--- config.mk ---
export PLATFORM = sky130hd
export DESIGN_NAME = if_fetch_unit
export DESIGN_NICKNAME = d
export VERILOG_FILES = /design/src/rtl/if_fetch_unit.sv
export SDC_FILE = /design/constraint.sdc
export NUM_CORES = 1
export LEC_CHECK = 0
export ABC_AREA = 1
export CORE_ASPECT_RATIO = 0.75
export CORE_MARGIN = 10
export CORE_UTILIZATION = 55
export CTS_BUF_LIST = sky130_fd_sc_hd__clkbuf_2 sky130_fd_sc_hd__clkbuf_4 sky130_fd_sc_hd__clkbuf_8
export CTS_CLUSTER_SIZE = 10
export DETAILED_ROUTE_END_ITERATION = 12
export PLACE_DENSITY = 0.74
export SYNTH_ARGS = -nofsm -noshare
export SYNTH_HDL_FRONTEND = slang
export SYNTH_SLANG_ARGS = --single-unit
--- constraint.sdc ---
create_clock -name clk -period 5.06 [get_ports clk]
set_clock_uncertainty 0.05 [all_clocks]
set_input_delay 0.506 -clock clk [delete_from_list [all_inputs] [get_ports clk]]
set_output_delay 0.506 -clock clk [all_outputs]
set_load 0.02 [all_outputs]
--- src/rtl/if_fetch_unit.sv ---
// Instruction-fetch stage: owns the PC, issues in-order imem requests and buffers returned words for ID.
// Optional IF_PERF_CNT_EN adds saturating perf_fetched / perf_dropped / perf_stall counters.
module if_fetch_unit #(
    parameter int                ADDR_W     = 32,
    parameter int                INSTR_W    = 32,
    parameter int                FIFO_DEPTH = 4,
    parameter logic [ADDR_W-1:0] RESET_PC   = 32'h0000_0000,
    parameter int                PC_STEP    = 4
) (
    input  logic                          clk,
    input  logic                          rst_n,
    output logic                          imem_req_valid,
    output logic [ADDR_W-1:0]             imem_req_addr,
    input  logic                          imem_req_ready,
    input  logic                          imem_rsp_valid,
    input  logic [INSTR_W-1:0]            imem_rsp_data,
    input  logic                          redirect_valid,
    input  logic [ADDR_W-1:0]             redirect_pc,
    output logic                          id_valid,
    input  logic                          id_ready,
    output logic [INSTR_W-1:0]            id_instr,
    output logic [ADDR_W-1:0]             id_pc,
    output logic [ADDR_W-1:0]             id_pcplus4,
    output logic [$clog2(FIFO_DEPTH):0]   fifo_count
`ifdef IF_PERF_CNT_EN
    ,
    output logic [31:0]                   perf_fetched,
    output logic [31:0]                   perf_dropped,
    output logic [31:0]                   perf_stall
`endif
);
    localparam int CW = $clog2(FIFO_DEPTH) + 1;
    localparam int PW = $clog2(FIFO_DEPTH);
    localparam logic [CW:0] DEPTH_C = (CW+1)'(FIFO_DEPTH);

    logic [ADDR_W-1:0]  fetch_pc_reg;
    logic [ADDR_W-1:0]  tag_mem [FIFO_DEPTH];
    logic [PW-1:0]      tag_wr_reg, tag_rd_reg;
    logic [CW-1:0]      outstanding_reg, drop_cnt_reg;
    logic [INSTR_W-1:0] instr_mem [FIFO_DEPTH];
    logic [ADDR_W-1:0]  pc_mem [FIFO_DEPTH];
    logic [PW-1:0]      fifo_wr_reg, fifo_rd_reg;
    logic [CW-1:0]      fifo_count_reg;
    logic               id_valid_reg;
    logic [INSTR_W-1:0] id_instr_reg;
    logic [ADDR_W-1:0]  id_pc_reg, id_pcplus4_reg;

    logic               req_fire, id_fire, rsp_keep, rsp_drop, head_load;
    logic [ADDR_W-1:0]  rsp_tag, head_pc, redirect_aligned;
    logic [INSTR_W-1:0] head_instr;
    logic [CW-1:0]      outstanding_next, count_after_pop;
    logic [PW-1:0]      rd_next;

    assign imem_req_valid   = rst_n && (({1'b0, fifo_count_reg} + {1'b0, outstanding_reg}) < DEPTH_C)
                              && !redirect_valid;
    assign imem_req_addr    = fetch_pc_reg;
    assign req_fire         = imem_req_valid && imem_req_ready;
    assign id_fire          = id_valid_reg && id_ready;
    assign rsp_keep         = imem_rsp_valid && (drop_cnt_reg == '0) && !redirect_valid;
    assign rsp_drop         = imem_rsp_valid && (drop_cnt_reg != '0);
    assign rsp_tag          = tag_mem[tag_rd_reg];
    assign redirect_aligned = redirect_pc & ~(ADDR_W'(3));
    assign outstanding_next = outstanding_reg + CW'(req_fire) - CW'(imem_rsp_valid);
    assign count_after_pop  = fifo_count_reg - CW'(id_fire);
    assign rd_next          = fifo_rd_reg + PW'(id_fire);
    assign head_load        = (count_after_pop != '0) || rsp_keep;

    // An empty FIFO being written this cycle presents the incoming word directly as the next head.
    always_comb begin
        head_instr = instr_mem[rd_next];
        head_pc    = pc_mem[rd_next];
        if (count_after_pop == '0) begin
            head_instr = imem_rsp_data;
            head_pc    = rsp_tag;
        end
    end

    always_ff @(posedge clk) begin
        if (req_fire)
            tag_mem[tag_wr_reg] <= fetch_pc_reg;
        if (rsp_keep) begin
            instr_mem[fifo_wr_reg] <= imem_rsp_data;
            pc_mem[fifo_wr_reg]    <= rsp_tag;
        end
    end

    always_ff @(posedge clk or negedge rst_n) begin
        if (!rst_n) begin
            fetch_pc_reg    <= RESET_PC;
            tag_wr_reg      <= '0;
            tag_rd_reg      <= '0;
            outstanding_reg <= '0;
            drop_cnt_reg    <= '0;
            fifo_wr_reg     <= '0;
            fifo_rd_reg     <= '0;
            fifo_count_reg  <= '0;
            id_valid_reg    <= 1'b0;
            id_instr_reg    <= '0;
            id_pc_reg       <= '0;
            id_pcplus4_reg  <= '0;
        end else begin
            outstanding_reg <= outstanding_next;
            if (req_fire)
                tag_wr_reg <= tag_wr_reg + PW'(1);
            if (imem_rsp_valid)
                tag_rd_reg <= tag_rd_reg + PW'(1);
            if (redirect_valid) begin
                // Everything still in flight after this cycle is stale, including requests already marked.
                fetch_pc_reg   <= redirect_aligned;
                drop_cnt_reg   <= outstanding_next;
                fifo_wr_reg    <= '0;
                fifo_rd_reg    <= '0;
                fifo_count_reg <= '0;
                id_valid_reg   <= 1'b0;
            end else begin
                if (req_fire)
                    fetch_pc_reg <= fetch_pc_reg + ADDR_W'(PC_STEP);
                if (rsp_drop)
                    drop_cnt_reg <= drop_cnt_reg - CW'(1);
                if (rsp_keep)
                    fifo_wr_reg <= fifo_wr_reg + PW'(1);
                fifo_rd_reg    <= rd_next;
                fifo_count_reg <= count_after_pop + CW'(rsp_keep);
                id_valid_reg   <= head_load;
                if (head_load) begin
                    id_instr_reg   <= head_instr;
                    id_pc_reg      <= head_pc;
                    id_pcplus4_reg <= head_pc + ADDR_W'(PC_STEP);
                end
            end
        end
    end

    assign id_valid   = id_valid_reg;
    assign id_instr   = id_instr_reg;
    assign id_pc      = id_pc_reg;
    assign id_pcplus4 = id_pcplus4_reg;
    assign fifo_count = fifo_count_reg;

`ifdef IF_PERF_CNT_EN
    logic [31:0] perf_fetched_reg, perf_dropped_reg, perf_stall_reg;
    logic [31:0] drop_inc;

    function automatic logic [31:0] sat_add(input logic [31:0] a, input logic [31:0] b);
        logic [32:0] s;
        s = {1'b0, a} + {1'b0, b};
        return s[32] ? 32'hFFFF_FFFF : s[31:0];
    endfunction

    // Flushed entries exclude the one ID consumes in the redirect cycle.
    always_comb begin
        drop_inc = 32'(imem_rsp_valid && !rsp_keep);
        if (redirect_valid)
            drop_inc = drop_inc + 32'(count_after_pop);
    end

    always_ff @(posedge clk or negedge rst_n) begin
        if (!rst_n) begin
            perf_fetched_reg <= '0;
            perf_dropped_reg <= '0;
            perf_stall_reg   <= '0;
        end else begin
            perf_fetched_reg <= sat_add(perf_fetched_reg, 32'(id_fire));
            perf_dropped_reg <= sat_add(perf_dropped_reg, drop_inc);
            perf_stall_reg   <= sat_add(perf_stall_reg, 32'(!id_valid_reg));
        end
    end

    assign perf_fetched = perf_fetched_reg;
    assign perf_dropped = perf_dropped_reg;
    assign perf_stall   = perf_stall_reg;
`endif
endmodule

Word-level counts from Yosys, hierarchy flattened
Memories as Yosys holds them, arrays and structs flattened.
Cells that the tools add are included.

storage, ports and cells
  bits in registers = 146
  RAM bits = 384
  bits of input ports = 70
  output and inout bits = 133
  word-level logic and storage cells = 61
  memories = 3

operators by class
  $add $sub $neg = 12
  order comparisons = 1
  multiplexer cells = 15
  bitwise logic cells = 1
  reductions and logical operators = 17

memory list
  memory     words  bits a word  rd ports  clocked after memory_dff  write ports  line  source
  instr_mem  4      32           1         0                         1            40    logic [INSTR_W-1:0] instr_mem [FIFO_DEPTH];
  pc_mem     4      32           1         0                         1            41    logic [ADDR_W-1:0] pc_mem [FIFO_DEPTH];
  tag_mem    4      32           1         0                         1            37    logic [ADDR_W-1:0] tag_mem [FIFO_DEPTH];

operators with widths
  operator                 number
  $mux W32                 4
  $add A32 B3 Y32 const B  2
  $mux W3                  3
  $logic_and A1 B1 Y1      7
  $add A2 B1 Y2 const B    3
  $add A3 B1 Y3            2
  $logic_not A3 Y1         2
  $mux W2                  3
  $reduce_bool A2 Y1       3
  $reduce_bool A3 Y1       2
  $sub A3 B1 Y3            2
  $mux W1                  5
  $add A3 B3 Y4            1
  $lt A4 B3 Y1 const B     1
  $sub A3 B1 Y3 const B    1
  $add A2 B1 Y2            1
  $reduce_and A2 Y1        1
  $logic_not A1 Y1         1
  $logic_or A1 B1 Y1       1
  $not A1 Y1               1

Depth between registers and ports, before layout
  depth after elaboration = 8
  mapped depth = 20
  mapped depth without buffers = 19

Worst setup path before layout
Ideal clock, no wire load.

  kind = flip-flop to flip-flop
  start point = register drop_cnt_reg[0]
  end point = memory instr_mem[0][0], enable pin
  library setup time = 483 ps
  data arrival time = 3,487 ps
  data required time = 4,527 ps
  path slack = 1,040 ps
  cell stages (with the launch flop) = 5
  path buffers = 0
  clock period less this slack = 4,020 ps
  cell sequence = dfrtp_1 inv_1 ha_1 nand4_1 nor2_1

between the ends
  longest elaborated chain between the ends = 5

RTL lines
  what                              line  source
  start, declared                   39    logic [CW-1:0] outstanding_reg, drop_cnt_reg;
  start signal, assigned            110   drop_cnt_reg <= outstanding_next;
  start signal, assigned            119   drop_cnt_reg <= drop_cnt_reg - CW'(1);
  $logic_not A3 Y1                  59    assign rsp_keep = imem_rsp_valid && (drop_cnt_reg == '0) && !redirect_valid;
  $logic_and A1 B1 Y1 (2 in a row)  59
  $mux W1                           81    if (rsp_keep) begin
  $mux W1 (implied by the code)     82    instr_mem[fifo_wr_reg] <= imem_rsp_data;
  end, declared                     40

Every way passes these cells.

Worst setup path after layout
  start point = register id_valid_reg (netlist: id_valid)
  end point = register id_pcplus4_reg[29] (netlist: id_pcplus4[29])

between the ends
  longest elaborated chain between the ends = 5
  elaborated cells between the ends (all ways) = 10
  those cells by class = 3 x add/sub; 1 x mux; 5 x reduce/logical; 1 x memory

RTL lines
  what                                                         line    source
  start, declared                                              44      logic id_valid_reg;
  start signal, assigned                                       124     id_valid_reg <= head_load;
  $logic_and A1 B1 Y1 *                                        58      assign id_fire = id_valid_reg && id_ready;
  $add A2 B1 Y2 / $sub A3 B1 Y3 (equally long branches)        65, 64
  $mem_v2 Z4 W32 (tied with other cells)                       -
  $mux W32 / $logic_or A1 B1 Y1 (equally long branches)        72, 66
  $add A32 B3 Y32 / $reduce_and A2 Y1 (equally long branches)  -
  end signal, assigned                                         128     id_pcplus4_reg <= head_pc + ADDR_W'(PC_STEP);
  end, declared                                                46      logic [ADDR_W-1:0] id_pc_reg, id_pcplus4_reg;

Every way passes the cells marked *; elsewhere a longest branch is shown, timed or not.
A chain may end at the register's enable or synchronous reset.

==> results.md <==
- Final wirelength: 59.3 mm
- Total power: 16.3 mW
- Commonest non-fill, non-tap cells in the layout: nand2_1, edfxtp_1, clkdlybuf4s50_1
- Num Clock Sinks: 508
- Clock root buffer: clkbuf_8
- Starting Density: 0.558
- Average wire per standard cell: 18.8 µm
- Worst setup margin: between 1500 and 2000 ps
- Vias: 17150
- Largest register FFs: 128
- Distinct cells, synth: 46
- Post-synthesis sequential area ratio: 0.638
- Postcts setup bufs: 0
- Crit path DAT: 3960 ps
- Largest net degree at the start of global routing: 89
- Pwr Density: 608 nW/µm²
- Worst Hold Slack: around 350 ps
- Yosys reg bits: 508
- Ys Warns: 0
- Initial antenna violation count: 0
- Max rail drop VDD: approximately 0.00032 V
- Leak: 11.2 nW
- DR DRC count: 0
- Clk buf depth: 3
- Number of global-route vias before repair: 17071
- Crit path top cell by count: nand2_1
- Via/cell ratio: 5.44
- First-pass GRT wire length: roughly 94 mm
- Max cap viols: 0
- Critical Path Start: id_valid
- Fin. Hold Viols: 0
- RSZ-0062 raised after global routing: no
- Worst-Margin Slew: 994 ps
- Synthesized area: 22800 µm²
- Fin crit share: 0.691
- Tmin final: 3500 ps
- TritonCTS clock tree: done
- Final design area excluding fillers: 26800 µm²
- Crit end category: register
- Worst R2R Start: id_valid
- Port buffer count: 194
- Status: completed
- Filler instances: 3163
- Die area: 50100 µm²
- Grt total ovfl: 0
- Synth area leader: edfxtp_1
- Startpoint Class: register
- Slowest-stage cell, CP: buf_4
- # rows: 64
- Fin Setup TNS: 0 ps
- Boundary Pins: 203
- DR iter-0 viols: 1709
- Clk_lat worst skew: 640 ps
- Cell Area, Placed: around 25000 µm²
- Critical Path, Cell by Cell: nand2_1 > inv_1 > ha_1 > ha_1 > nand2_2 > inv_1 > nand3_4 > buf_4 > nand2_1 > nand2_1 > nand2_1 > nor2_1 > nand2_1 > nor2_2 > nand2_1 > nand2_1 > nand3_1
- Total GRT Usage: 0.238
- Most common cell after layout, fill and taps aside: nand2_1
- Worst slack, placed: 1080 ps
- H-tree Lvls: 3
- CP required: 5520 ps
- Hold Path Class: in2async
- Layout cells sized above 1: 0.0884
- Gpl congestion: a little under 0.9
- CTS buffer count: 78
- Yosys top cell area share: 0.484
- Final nets: 2620
- Die Wd: 255 µm
- Vert. Die Dim: ~200 µm
- Synth-to-layout area growth: 17.5%
- Avg Cell Area, Syn: 9.82 µm²
- Cells after Synth: 2323
- Clock slew at reported path FFs: about 60 ps
- Relative slew slack: 0.338
- # setup viols final: 0
- Final slew viol count: 0
- Worst Path Max Fanout: 49
- Biggest register: instr_mem
- Pre-antenna DRT Iters: 6
- Synth top area cells: edfxtp_1, dfrtp_1, nand2_1, nor2_1, nand3_1
- Fmax achieved: around 290 MHz
- Worst setup path category: reg2reg
- Diode count: 0
- HPWL after DPL: 39.0 mm
- Area of the core: between 40000 and 50000 µm²
- Biggest regs: instr_mem (128), pc_mem (120), tag_mem (120)
- Worst path max stage delay: 480 ps
- ANT nets after route: 0
-- synth_stat cells, drive strengths merged --
cell / count
a22oi: 1
a31oi: 1
a21oi: 7
o221ai: 19
inv: 174
xor2: 18
o21ai: 136
edfxtp: 368
nand3: 133
dfrtp: 140
o22ai: 20
ha: 21
o211ai: 35
o21a: 7
o21bai: 2
nand2: 877
a211oi: 1
nor3: 14
nor2b: 1
and3: 1
nor4: 3
clkbuf: 30
buf: 79
fa: 1
xnor2: 7
conb: 1
nor2: 216
nand4: 8
nand3b: 1
or2: 1
-- power by group --
part / internal (mW) / total, mW / switching (mW)
registers: 5.30 / 5.77 / 0.479
clock network: 1.96 / 3.52 / 1.56
logic: 2.21 / 7.02 / 4.80
-- path summary, 6_finish.rpt --
path,endpoint,slack [ps],cells past startpoint
hold reg to reg,id_instr[13],430,2
hold / removal,id_pc[22],350,2
min in group clk,imem_req_addr[2],410,3
setup / recovery,id_pcplus4[29],1560,17
setup reg to reg,id_pcplus4[29],1560,17
max in group asynchronous,tag_rd_reg[0],3380,3
-- timing repair --
action / in CTS / in global routing
hold buffers: 1 / 0
hold endpoints to repair: 30 / 0
gates resized for setup: 0 / 0
-- cells by family after synthesis --
family	count (synthesis)	share of synthesized area
AND/OR/NAND/NOR	1255	0.223
adder cells (fa/ha/maj)	22	0.0124
XOR/XNOR	25	0.00959
AO/OA/AOI/OAI	229	0.0597
other	1	0.000164
buffers and inverters	283	0.0575
flip-flops	508	0.638
-- metrics by stage --
step | utilization | instances
after detailed placement | 0.615 | 3008
final | 0.655 | 3152
after floorplan | - | 2328
after CTS | 0.655 | 3152
after global routing | 0.655 | 3152
after global placement | 0.615 | 3008
-- area by class of cell --
| type | count | area (µm²) | area share |
|---|---|---|---|
| timing repair buffer | 229 | 2250 | 0.0837 |
| sequential | 508 | 14600 | 0.543 |
| inverter | 174 | 653 | 0.0244 |
| clock inverter | 13 | 95.1 | 0.00355 |
| tap | 561 | 702 | 0.0262 |
| multi-input combinational | 1537 | 7030 | 0.262 |
| clock buffer | 130 | 1530 | 0.0572 |
-- metal layers --
metal	global-route usage	part of all wire	vias to the layer above
met5	0	0	-
met4	0.0783	0.024	0
met3	0.0436	0.083	104
met2	0.367	0.46	764
met1	0.337	0.43	8193
li1	-	-	8089
-- critical path: cells and delay by family (launching register included) --
| kind | cells | cell delay (ps) |
|---|---|---|
| buffers and inverters | 3 | 650 |
| and+or+nand+nor | 12 | 1790 |
| adders and majority gates | 2 | 480 |
| DFF | 1 | 380 |
No activity file was read; power rests on OpenSTA's default activity.
